## config.mk

```make
export PLATFORM = sky130hd
export DESIGN_NAME = display_scan
export DESIGN_NICKNAME = d
export VERILOG_FILES = /design/src/rtl/display_scan.sv
export SDC_FILE = /design/constraint.sdc
export NUM_CORES = 1
export LEC_CHECK = 0
export BUFFER_PORTS_ARGS = -buffer_cell sky130_fd_sc_hd__buf_4
export CORE_ASPECT_RATIO = 0.75
export CORE_MARGIN = 3
export CORE_UTILIZATION = 54
export CTS_BUF_LIST = sky130_fd_sc_hd__clkbuf_8
export DETAILED_ROUTE_END_ITERATION = 12
export PLACE_DENSITY = 0.82
export REMOVE_ABC_BUFFERS = 1
export SETUP_SLACK_MARGIN = 0.15
export SLEW_MARGIN = 20
export SYNTH_ARGS = -nofsm -noshare
export SYNTH_HDL_FRONTEND = slang
export SYNTH_SLANG_ARGS = --single-unit
```

## constraint.sdc

```tcl
create_clock -name clk_sys -period 3.75 [get_ports clk_sys]
set_input_delay 0.1875 -clock clk_sys [delete_from_list [all_inputs] [get_ports clk_sys]]
set_output_delay 0.1875 -clock clk_sys [all_outputs]
set_load 0.02 [all_outputs]
```

## src/rtl/display_scan.sv

```systemverilog
// display_scan: multiplexed 7-segment scanner with per-digit blanking, dp, PWM brightness and frame strobe
// Optional: define DISPLAY_LAMP_TEST_EN to add lamp_test (forces all segments on, full brightness).
// Ports:
//   clk_sys, rst          clock, asynchronous active-high reset
//   data[DIGITS*4]        hex nibble per digit (digit i = data[4i+3:4i])
//   dp[DIGITS], blank     decimal point / dark flag per digit
//   bright[4]             brightness 0..15 (on for bright of 16 sub-ticks)
//   dig[DIGITS], seg[8]   registered digit enables and segments a..g,dp
//   frame                 one-cycle pulse at start of digit-0 slot
module display_scan #(
    parameter int DIGITS      = 8,
    parameter int CLK_HZ      = 50_000_000,
    parameter int SCAN_HZ     = 1000,
    parameter bit DIG_ACT_LOW = 1'b1,
    parameter bit SEG_ACT_LOW = 1'b1
) (
    input  logic                clk_sys,
    input  logic                rst,
    input  logic [DIGITS*4-1:0] data,
    input  logic [DIGITS-1:0]   dp,
    input  logic [DIGITS-1:0]   blank,
    input  logic [3:0]          bright,
`ifdef DISPLAY_LAMP_TEST_EN
    input  logic                lamp_test,
`endif
    output logic [DIGITS-1:0]   dig,
    output logic [7:0]          seg,
    output logic                frame
);
    localparam int TICKS = CLK_HZ / (SCAN_HZ * DIGITS * 16);
    localparam int PW = TICKS > 1 ? $clog2(TICKS) : 1;
    localparam int IW = DIGITS > 1 ? $clog2(DIGITS) : 1;
    localparam logic [DIGITS-1:0] DIG_OFF = DIG_ACT_LOW ? {DIGITS{1'b1}} : {DIGITS{1'b0}};
    localparam logic [7:0] SEG_OFF = SEG_ACT_LOW ? 8'hFF : 8'h00;
    // Active-high a..g patterns, nibble 0 in the low 7 bits.
    localparam logic [111:0] FONT = {7'h71, 7'h79, 7'h5E, 7'h39, 7'h7C, 7'h77, 7'h6F, 7'h7F,
                                     7'h07, 7'h7D, 7'h6D, 7'h66, 7'h4F, 7'h5B, 7'h06, 7'h3F};

    if (TICKS < 1) begin : g_ticks_chk
        $error("display_scan: CLK_HZ too low for SCAN_HZ*DIGITS*16");
    end

    logic [PW-1:0]     pre_q, pre_d;
    logic [3:0]        sub_q, sub_d;
    logic [IW-1:0]     idx_q, idx_d;
    logic [7:0]        snap_seg_q, snap_seg_d;
    logic              snap_blank_q, snap_blank_d;
    logic [3:0]        snap_bright_q, snap_bright_d;
    logic [DIGITS-1:0] dig_q, dig_d;
    logic [7:0]        seg_q, seg_d;
    logic              frame_q, frame_d;
    logic              tick, start, lit;
    logic [3:0]        nib;
    logic [7:0]        live_seg;
    logic              live_blank;
    logic [3:0]        live_bright;

    always_comb begin
        tick  = pre_q == PW'(TICKS - 1);
        start = pre_q == '0 && sub_q == 4'd0;
        pre_d = tick ? '0 : pre_q + 1'b1;
        sub_d = tick ? sub_q + 1'b1 : sub_q;
        idx_d = (tick && sub_q == 4'hF) ? (idx_q == IW'(DIGITS - 1) ? '0 : idx_q + 1'b1) : idx_q;
        nib   = data[{idx_q, 2'b00} +: 4];
`ifdef DISPLAY_LAMP_TEST_EN
        live_seg    = lamp_test ? 8'hFF : {dp[idx_q], FONT[nib*7 +: 7]};
        live_blank  = !lamp_test && blank[idx_q];
        live_bright = lamp_test ? 4'hF : bright;
`else
        live_seg    = {dp[idx_q], FONT[nib*7 +: 7]};
        live_blank  = blank[idx_q];
        live_bright = bright;
`endif
        snap_seg_d    = start ? live_seg : snap_seg_q;
        snap_blank_d  = start ? live_blank : snap_blank_q;
        snap_bright_d = start ? live_bright : snap_bright_q;
        // The slot-start cycle drives outputs from the snapshot being taken, so bright=15 lights sub 0..14.
        lit     = sub_q < snap_bright_d && !snap_blank_d;
        dig_d   = lit ? DIG_OFF ^ (DIGITS'(1) << idx_q) : DIG_OFF;
        seg_d   = lit ? SEG_OFF ^ snap_seg_d : SEG_OFF;
        frame_d = start && idx_q == '0;
    end

    always_ff @(posedge clk_sys or posedge rst) begin
        if (rst) begin
            pre_q         <= '0;
            sub_q         <= '0;
            idx_q         <= '0;
            snap_seg_q    <= '0;
            snap_blank_q  <= 1'b0;
            snap_bright_q <= '0;
            dig_q         <= DIG_OFF;
            seg_q         <= SEG_OFF;
            frame_q       <= 1'b0;
        end else begin
            pre_q         <= pre_d;
            sub_q         <= sub_d;
            idx_q         <= idx_d;
            snap_seg_q    <= snap_seg_d;
            snap_blank_q  <= snap_blank_d;
            snap_bright_q <= snap_bright_d;
            dig_q         <= dig_d;
            seg_q         <= seg_d;
            frame_q       <= frame_d;
        end
    end

    assign dig   = dig_q;
    assign seg   = seg_q;
    assign frame = frame_q;
endmodule
```

==> flow_summary.yaml <==
pwr:
  power_leakage_uw: 0.001614
  p_per_area_mw_per_mm2: 334.4
  vdd_drop_max_uv: 354.9
  power_uw: 1117
die:
  core_area_mm2: 0.004546
  die_h_um: 66.14
  ios: 71
  die_w_um: 86.18
  row_count: 21
  dieArea_mm2: 0.005700
  initial_utilization_pct: 57.28
synth:
  synthArstFlopShare_pct: 100.0
  synth_ff_type: "dfrtp_1"
  syn_area_per_cell_um2: 11.78
  syn_inst: 221
  synth_edf_count: 0
  synth_fa_ha_area_share_pct: 9.611
  synthSimpleGateAreaFrac_pct: 14.51
  synth.mux.area_fraction_pct: 17.68
  syn_area_mm2: 0.002604
  synth_top_family_by_area: "multiplexers"
  yosysTopAreaCellShare_pct: 28.83
  seq_area_frac_synth_pct: 44.98
  synth_xor_area_share_pct: 3.364
  synth_compound_area_share_pct: 5.863
  synthDistinctLibCells: 42
  synth_warnings: 0
  ys_seq_elements: 46
  synth_area_leaders: "dfrtp_1, dfstp_2, ha_1"
  yosys.area.top_type: "dfrtp_1"
finish:
  area_growth_pct: 28.30
  final_common_cell: "buf_4"
  final_cell_mix: "buf_4, dfrtp_1, ha_1, dfstp_2, nand2_1"
  fin_nets: 369
  drive_above_1_share_pct: 40.20
  fin_area_mm2: 0.003341
  diodes: 0
grt:
  grt_use_total_pct: 22.43
  grt_pass1_vias: 1981
  grt_pass1_wl_um: 9735
  antenna_found_initial: 0
  grt_max_degree: 47
  grt_overflow: 0
detailed_routing:
  dr_wl_met3_um: 247
  drc: 0
  drt_first_pass_iters: 4
  post_drt_wl_per_cell_um: 17.82
  finalWirelength_um: 6289
  vias_per_cell: 5.674
  drt-initial-drc-count: 123
  wl_met1_um: 2950
  routed.top_layer: "met4"
  num_vias: 2003
  wl_met2_um: 3020
  ant_nets: 0
sta:
  fin_crit_sh_pct: 85.41
  report.final.setup_viol: 0
  fin_skew_ns: 0.005464
  rsz0062_at_grt: "no"
  max_freq_mhz: 312.2
  fin_setup_tns_ns: 0
  slew-limit-headroom_pct: 50.74
  layout_setup_ws_ns: 0.5471
  worst_slew_pin_slew_ns: 0.7245
  final-hold-violation-count: 0
  maxSlewViolCount: 0
  min_period_ns: 3.203
place:
  hpwlAfterDp_um: 4601
  port_buffers: 70
  gp_congestion: 0.7961
  place_ws_ns: 0.5971
  post_dp_cell_area_mm2: 0.003198
status:
  status: "completed"
cts:
  numCtsBuffers: 5
  tritoncts: "done"
  cts_resized: 0
  clk_latency_ns: 0.30
  htreeDepth: 2
  cts-root-buf: "clkbuf_8"
  cts.reportedPaths.clkPinSlew_ns: 0.09
  cts_num_sinks: 46
  post_cts_buffers: 0
  cts_hold_buf: 0
  cts_max_path_buffers: 2
critical_path:
  crit_required_ns: 3.98
  arrival_ns: 3.44
  critPathLaunch: "sub_q[0]"
  crit_path_end_kind: "flip-flop"
  critPathKind: "reg2reg"
  crit_fanout: 15
  rr_startpoint: "sub_q[0]"
  start_kind: "flip-flop"
  r2r_setup_slack_ns: 0.55
worst_hold_path:
  hold_path.class: "in2async"
run:
  maxCapViolCount: 0
[routing by layer]
layer,track usage (%),vias to the layer above
met5,0,-
met4,5.837,0
met3,4.110,9
met2,35.00,63
met1,32.42,987
li1,-,944
[worst paths after layout]
path | to | cells after the start
worst max-delay path | seg[0] | 11
worst min-delay path | snap_seg_q[0] | 3
worst max register to register | seg[0] | 11
worst min register to register | snap_bright_q[1] | 2
max in group asynchronous | dig[5] | 3
min in group clk_sys | snap_bright_q[1] | 3
[Yosys cell counts, types with 2 or more instances]
| cell type | number |
|---|---|
| and3_1 | 6 |
| nand4_1 | 5 |
| and4_1 | 2 |
| or4_1 | 3 |
| ha_1 | 20 |
| nor4_1 | 2 |
| clkbuf_1 | 5 |
| mux4_2 | 8 |
| xnor2_1 | 7 |
| mux2i_1 | 9 |
| nand2_1 | 14 |
| and2_1 | 2 |
| a21o_1 | 5 |
| inv_1 | 14 |
| a211o_1 | 3 |
| o21ai_0 | 7 |
| nor3_1 | 3 |
| xor2_1 | 3 |
| nor2_1 | 12 |
| a211oi_1 | 3 |
| dfstp_2 | 16 |
| mux4_1 | 4 |
| mux2_2 | 5 |
| buf_2 | 2 |
| dfrtp_1 | 30 |
| a21oi_1 | 3 |
| nand3_1 | 13 |
[power by group]
group	total [uW]	leakage (uW)	internal, uW	switching [uW]
clock	455	0.0000714	284	171
sequential	523	0.000535	519	4.51
combinational	139	0.00101	74.8	64.3
[critical path, stage by stage, from the launching register on]
cell and delay [ns]:
dfrtp_1 0.43, inv_1 0.11, ha_1 0.14, nor4bb_1 0.51, nand3_1 0.18, buf_4 0.24, mux2i_1 0.23, ha_1 0.30
a21o_1 0.17, a21o_1 0.20, nor3_2 0.26, or3b_1 0.38
[registers in the layout (all words and copies together), names as in the netlist]
name / flops
pre_q: 9
snap_seg_q: 8
snap_blank_q: 1
seg: 8
frame: 1
sub_q: 4
snap_bright_q: 4
idx_q: 3
dig: 8
[stage by stage]
step	std cells	utilization, %	hold WS, ns
after floorplan	212	-	0.3193
final	353	73.49	0.01256
after CTS	353	73.49	0.03722
after detailed placement	345	70.36	0.3630
after global placement	345	70.36	0.3607
after global routing	353	73.49	0.05811
[cell families after synthesis]
kind of cell / Yosys count
buf+inv: 24
simple gates: 70
flops: 46
mux: 28
fa+ha+maj: 20
xor+xnor: 10
compound gates: 23
[layout make-up]
class	instances	area [um^2]
repair buffers	76	570.5
well taps	57	71.32
clock buffers	6	82.58
fillers	323	1205
clock inverters	2	60.06
inverters	15	56.30
flip-flops and latches	46	1171
multi-input cells	151	1329
No activity file was read; power rests on OpenSTA's default activity.
